### src/rtl/tamara_mon_pkg.sv
// Shared types and default parameters for the TMR error monitor.
package tamara_mon_pkg;

    // The encoding is visible on the state port, so the values are fixed.
    typedef enum logic [1:0] {
        ST_OK        = 2'd0,
        ST_TRANSIENT = 2'd1,
        ST_FAULT     = 2'd2,
        ST_RESYNC    = 2'd3
    } mon_state_e;

    localparam int DEF_CNT_W  = 8;
    localparam int DEF_THRESH = 4;

    // Wide enough to hold the largest legal THRESH (255).
    localparam int RUN_W = 8;

endpackage : tamara_mon_pkg

### src/rtl/sat_counter.sv
// Saturating up-counter with a synchronous clear that takes priority but
// still counts an increment arriving on the same edge.
module sat_counter #(
    parameter int W = 8
) (
    input  logic         clk,
    input  logic         rst,
    input  logic         inc_i,
    input  logic         clr_i,
    output logic [W-1:0] count_o
);

    localparam logic [W-1:0] CNT_MAX = '1;

    logic [W-1:0] count_q;
    logic [W-1:0] count_d;

    // NOTE: assign every combinational output a default first so no path leaves it unassigned (no latch).
    always_comb begin
        count_d = count_q;
        if (clr_i) begin
            count_d = inc_i ? W'(1) : '0;
        end else if (inc_i && (count_q != CNT_MAX)) begin
            count_d = count_q + W'(1);
        end
    end

    // NOTE: clocked state uses non-blocking assignments so every register samples pre-edge values.
    always_ff @(posedge clk or posedge rst) begin
        if (rst) begin
            count_q <= '0;
        end else begin
            count_q <= count_d;
        end
    end

    assign count_o = count_q;

endmodule : sat_counter

### src/rtl/tmr_err_monitor.sv
// Non-triplicated consumer of a TMR error sink: counts mismatches, separates
// transient from persistent faults and drives the voter re-sync handshake.
module tmr_err_monitor
    import tamara_mon_pkg::*;
#(
    parameter int CNT_W  = DEF_CNT_W,
    parameter int THRESH = DEF_THRESH   // legal range 2..255
) (
    input  logic             clk,
    input  logic             rst,
    input  logic             err_in,
    input  logic             clr,
    input  logic             resync_ack,
    output logic [CNT_W-1:0] err_count,
    output logic [1:0]       state,
    output logic             fault,
    output logic             irq,
    output logic             resync_req
);

    localparam logic [RUN_W-1:0] THRESH_RUN = RUN_W'(THRESH);

    mon_state_e       state_q, state_d;
    logic [RUN_W-1:0] run_q, run_d;
    logic [RUN_W-1:0] run_inc;
    logic             fault_q, fault_d;
    logic             irq_q, irq_d;
    logic             req_q, req_d;

    sat_counter #(
        .W (CNT_W)
    ) u_err_cnt (
        .clk     (clk),
        .rst     (rst),
        .inc_i   (err_in),
        .clr_i   (clr),
        .count_o (err_count)
    );

    assign run_inc = run_q + RUN_W'(1);

    always_comb begin
        state_d = state_q;
        run_d   = run_q;
        req_d   = req_q;
        // Clear is applied first, then this edge's events, so a new mismatch survives a clear.
        fault_d = clr ? 1'b0 : fault_q;
        irq_d   = (clr ? 1'b0 : irq_q) | err_in;

        unique case (state_q)
            ST_OK: begin
                if (err_in) begin
                    state_d = ST_TRANSIENT;
                    run_d   = RUN_W'(1);
                end
            end
            ST_TRANSIENT: begin
                if (err_in) begin
                    run_d = run_inc;
                    if (run_inc == THRESH_RUN) begin
                        state_d = ST_FAULT;
                        fault_d = 1'b1;
                        req_d   = 1'b1;
                    end
                end else begin
                    state_d = ST_OK;
                    run_d   = '0;
                end
            end
            // Single-cycle marker; err_in and resync_ack are ignored here.
            ST_FAULT: begin
                state_d = ST_RESYNC;
            end
            ST_RESYNC: begin
                if (resync_ack) begin
                    state_d = ST_OK;
                    req_d   = 1'b0;
                    run_d   = '0;
                end
            end
            default: begin
                state_d = ST_OK;
                run_d   = '0;
            end
        endcase
    end

    always_ff @(posedge clk or posedge rst) begin
        if (rst) begin
            state_q <= ST_OK;
            run_q   <= '0;
            fault_q <= 1'b0;
            irq_q   <= 1'b0;
            req_q   <= 1'b0;
        end else begin
            state_q <= state_d;
            run_q   <= run_d;
            fault_q <= fault_d;
            irq_q   <= irq_d;
            req_q   <= req_d;
        end
    end

    assign state      = state_q;
    assign fault      = fault_q;
    assign irq        = irq_q;
    assign resync_req = req_q;

endmodule : tmr_err_monitor

### config.mk
export PLATFORM = sky130hd
export DESIGN_NAME = tmr_err_monitor
export DESIGN_NICKNAME = d
export VERILOG_FILES = /design/src/rtl/tamara_mon_pkg.sv /design/src/rtl/sat_counter.sv /design/src/rtl/tmr_err_monitor.sv
export SDC_FILE = /design/constraint.sdc
export NUM_CORES = 1
export LEC_CHECK = 0
export CORE_ASPECT_RATIO = 0.75
export CORE_MARGIN = 2
export CORE_UTILIZATION = 40
export CTS_BUF_LIST = sky130_fd_sc_hd__clkbuf_16
export CTS_CLUSTER_SIZE = 28
export DETAILED_ROUTE_END_ITERATION = 12
export HOLD_SLACK_MARGIN = 0.08
export SLEW_MARGIN = 0
export SYNTH_ARGS = -nofsm -noshare
export SYNTH_HDL_FRONTEND = slang
export SYNTH_SLANG_ARGS = --single-unit
### constraint.sdc
create_clock -name clk -period 4.7 [get_ports clk]
set_input_delay 1.41 -clock clk [delete_from_list [all_inputs] [get_ports clk]]
set_output_delay 1.41 -clock clk [all_outputs]
set_load 0.05 [all_outputs]
[After elaboration in Yosys (flattened, before gate mapping)]
Cells that the tools add are included.
Storage, ports and cells
  flip-flop bits (word level): 21
  output and inout bits: 13
  word-level logic and storage cells: 48
Operators by class
  add/subtract/negate cells: 2
  eq/ne operators: 10
  multiplexer cells: 21
  bitwise operators: 1
  reductions and logical operators: 8
Operators by type and width (count)
  8-bit 2-to-1 mux: 5
  8-bit one-hot mux with 3 select lines: 1
  8-bit by 1-bit adder with 8-bit output (second input constant): 2
  1-bit 2-to-1 mux: 9
  8-bit by 3-bit == test with 1-bit output (second input constant): 1
  2-bit 2-to-1 mux: 4
  2-bit != test (second input constant): 4
  8-bit != test (second input constant): 1
  2-bit one-hot mux with 4 select lines: 1
  3-bit AND reduction: 2
  2-bit == test (second input constant): 2
  4-bit AND reduction: 1
  2-bit nonzero test: 2
  3-bit != test (second input constant): 1
  3-bit nonzero test: 1
  2-bit by 1-bit == test with 1-bit output (second input constant): 1
  2-bit logical NOT: 1
  1-bit one-hot mux with 2 select lines: 1
  1-bit logical AND: 1
  1-bit OR: 1

[Depth between registers and ports, before layout]
  depth in word-level cells: 5
  mapped depth: 5

[Cells and area by module]
A second synthesis with hierarchy kept.
Second synthesis, totals
  cell total of the unflattened synthesis: 115
  area total of the unflattened synthesis: 1132.3 µm²
By module, submodules not included
  tmr_err_monitor: instances 1, cells each 68, area an instance 681.9 µm², sequential area each 325.3 µm²
  sat_counter: instances 1, cells each 47, area an instance 450.4 µm², sequential area each 200.2 µm²

[Worst setup path after synthesis]
OpenSTA, ideal clock, no wires.
  path type: in2reg
  start point: in err_in
  end point: reg run_q[0]
  arrival: 2387 ps
  data required time: 4575 ps
  setup slack: 2188 ps
  stages: 4
  cell sequence: buf_4 nor2b_1 a21oi_1 mux2_2
On the way
  longest elaborated chain between the ends: 2
RTL lines
  from (decl): RTL line tmr_err_monitor.sv:11  | input logic err_in,
  8-bit 2-to-1 mux / 2-bit != test (equally long branches)
  8-bit one-hot mux with 3 select lines / 3-bit AND reduction (equally long branches)
  to (signal assigned): RTL line tmr_err_monitor.sv:97  | run_q <= run_d;
  to (decl): RTL line tmr_err_monitor.sv:24  | logic [RUN_W-1:0] run_q, run_d;
Parallel ways exist; a longest one is shown, timed or not.
A chain may end at the register's enable or synchronous reset.

[Worst setup path after layout]
  start point: reg state_q[0] (netlist: state[0])
  end point: out state[0]
RTL lines
  from (decl): RTL line tmr_err_monitor.sv:23  | mon_state_e state_q, state_d;
  from (signal assigned): RTL line tmr_err_monitor.sv:96  | state_q <= state_d;
  to (decl): RTL line tmr_err_monitor.sv:15  | output logic [1:0] state,
No word-level cell between the ends.

==> out/metrics.yaml <==
cells_and_area:
  layout.nets: 152
  final_layout_size_suffix_gt1_share_pct: 9.79
  multiInputGateArea_um2: 592
  seqCellArea_um2: 526
  antenna_cells: 0
  final.fill_count: 273
  syn_to_final_growth_pct: 24.3
  layout_common_cells: "21 x dfrtp_1, 17 x clkdlybuf4s50_1, 15 x o21ai_0, 15 x nand2_1, 10 x nor2_1"
  final_common_cell: "dfrtp_1"
worst_setup_path:
  path_max_fanout: 8
  r2r_slack_ns: 2.76
  path_class: "flop to output port"
  worst_path_largest_cell_delay_ns: 0.85
  critPathRequiredTime_ns: 3.29
  r2r-start: "run_q[0]"
  arrival_ns: 1.58
  reg2regPathDepth: 5
  endpoint_kind: "output port"
  path_cells: "clkdlybuf4s50_1"
  cp_top_family: "buffers and inverters"
  cp_slowest_cell: "clkdlybuf4s50_1"
  start_kind: "flop"
  path_buf_inv: 1
  worst_r2r_endpoint: "fault"
cts:
  cts_root_buffer: "clkbuf_16"
  tritoncts: "built"
  path_clk_slew_ns: 0.06
  clkSinkCount: 21
  clk_latency_ns: 0.25
  cts_htree_levels: 1
  post_cts_buffers: 0
  cts_max_path_buffers: 2
  cts_resized: 0
  cts_inserted_buffers: 3
  hold_buffers: 0
placed_design:
  post-dp-hpwl_um: 1760
  place.gp.congestion: 0.834
  portBuffers: 17
die:
  core_area_um2: 2680
  start_util_pct: 42.9
  rows: 16
  ios: 18
  die_h_um: 50.5
  die_w_um: 65.9
  die-area_um2: 3330
timing:
  finClkSkew_ns: 0.00286
  setup_tns_ns: 0
  slew_violations: 0
  rsz0062_at_grt: "false"
  fin_crit_sh_pct: 63.5
  relSlewSlack_pct: 44.2
  setup_viol: 0
  finalHoldViolCount: 0
  whs_ns: 0.477
  fmax_mhz: 335
  finalCriticalPeriod_ns: 2.99
  tightest_slew_ns: 0.836
drt:
  highest_layer: "met4"
  ant_nets: 0
  drtIter0Drc: 61
  drtPass1Iterations: 4
  wl_met2_um: 1020
  routed_wl_um: 2480
  met3_length_um: 139
  avgViaCountPerCell: 5.72
  drcViolationCount: 0
  routedWlPerCell_um: 13.8
  wl_met1_um: 1310
  vias: 1024
synth:
  syn_area_um2: 1150
  syn_nets: 133
  yosys_warnings: 0
  syn_avg_cell_area_um2: 9.21
  seq_area_frac_synth_pct: 45.7
  yosys.cell_types.count: 38
  ys_seq_elements: 21
  netlist_instances: 125
flow_run:
  drv_cap: 0
global_routing:
  grt_antenna_before_repair: 0
  grt_start_max_net_pins: 22
  grt_pass1_vias: 856
  grt_util_all_layers_pct: 16.4
  grt_pass1_wl_um: 4130
  overflow: 0
min_path:
  hp-class: "flop to flop"
  min_from: "run_q[7]"
  worstHoldPathCells: 1
  whs_endpoint: "run_q[7]"
power_and_ir_drop:
  power.static_leakage_uw: 0.000573
  ir_worst_vdd_mv: 0.182
  p_per_area_nw_per_um2: 326
outcome:
  status: "completed"
==> Yosys cell counts <==
master | number | share of area (%)
a21bo_2 | 2 | 1.7
a21o_1 | 1 | 0.65
a21oi_1 | 5 | 2.2
a22o_1 | 1 | 0.76
a311oi_1 | 1 | 0.76
a31oi_1 | 3 | 1.6
a32oi_1 | 1 | 0.76
a41oi_1 | 1 | 0.76
a41oi_2 | 1 | 1.4
and2_1 | 2 | 1.1
and2b_1 | 1 | 0.65
and3_2 | 1 | 0.65
and3_4 | 1 | 0.98
buf_4 | 1 | 0.65
clkbuf_1 | 2 | 0.65
dfrtp_1 | 21 | 46
ha_1 | 3 | 3.3
inv_1 | 5 | 1.6
mux2_2 | 1 | 0.98
mux2i_1 | 2 | 1.7
nand2_1 | 15 | 4.9
nand2b_1 | 1 | 0.54
nand3_1 | 8 | 3.5
nand3b_1 | 2 | 1.3
nand3b_2 | 1 | 0.98
nand4_1 | 2 | 1.1
nor2_1 | 10 | 3.3
nor2b_1 | 1 | 0.54
nor3_1 | 4 | 1.7
nor4_1 | 1 | 0.54
o211ai_1 | 1 | 0.65
o21ai_0 | 15 | 6.5
o21ai_2 | 1 | 0.76
o31ai_1 | 1 | 0.65
o31ai_2 | 1 | 1.1
or3_1 | 3 | 1.6
or4_4 | 1 | 0.98
xor2_1 | 1 | 0.76
==> metrics by stage <==
stage	utilization [%]	area [um^2]	power (uW)	setup slack [ns]	std cells
2_1_floorplan	-	1150	261	2.19	125
3_3_place_gp	50.4	1350	287	1.61	175
3_5_place_dp	50.4	1350	288	1.54	175
4_1_cts	53.4	1430	470	1.71	179
5_1_grt	53.4	1430	487	1.65	179
6_report	53.4	1430	467	1.71	179
==> metal layers <==
metal	track usage, %	vias to the layer above
met4	3.06	0
met5	0	-
li1	-	491
met2	20.2	32
met1	27.7	499
met3	4.26	2
==> flip-flops by register name (all words and copies together), names as in the netlist, named ones only <==
register,flops
run_q,8
u_err_cnt.count_o,8
fault,1
irq,1
resync_req,1
state,1
==> power breakdown <==
part / internal [uW] / switching, uW
Clock: 114 / 67.7
Combinational: 28.5 / 51.9
Sequential: 191 / 14.2
Total: 333 / 134
==> logic make-up (layout without fill, tap and decap cells) <==
group | count (synthesis) | in the layout | synth area share (%)
flops | 21 | 21 | 45.7
buf+inv | 8 | 26 | 2.94
compound gates | 35 | 35 | 20.3
simple gates | 54 | 54 | 24.3
xor+xnor | 1 | 1 | 0.761
fa+ha+maj | 3 | 3 | 3.26
mux | 3 | 3 | 2.72
==> worst max path at each step <==
stage               startpoint  endpoint  slack (ns)  depth (start not counted)
finish                state[0]  state[0]        1.71                          1
detailed placement      err_in  run_q[0]        1.54                          4
floorplan               err_in  run_q[0]        2.19                          4
CTS                   state[0]  state[0]        1.71                          1
global placement        err_in  run_q[0]        1.61                          4
global route              flop  state[1]        1.65                          1
==> cell type report <==
type / count / share of cell area, %
Clock buffer: 3 / 5.24
Clock inverter: 1 / 0.350
Inverter: 5 / 1.31
Multi-Input combinational cell: 96 / 41.3
Sequential cell: 21 / 36.7
Tap cell: 36 / 3.15
Timing Repair Buffer: 17 / 11.9
No activity file was read; power rests on OpenSTA's default activity.
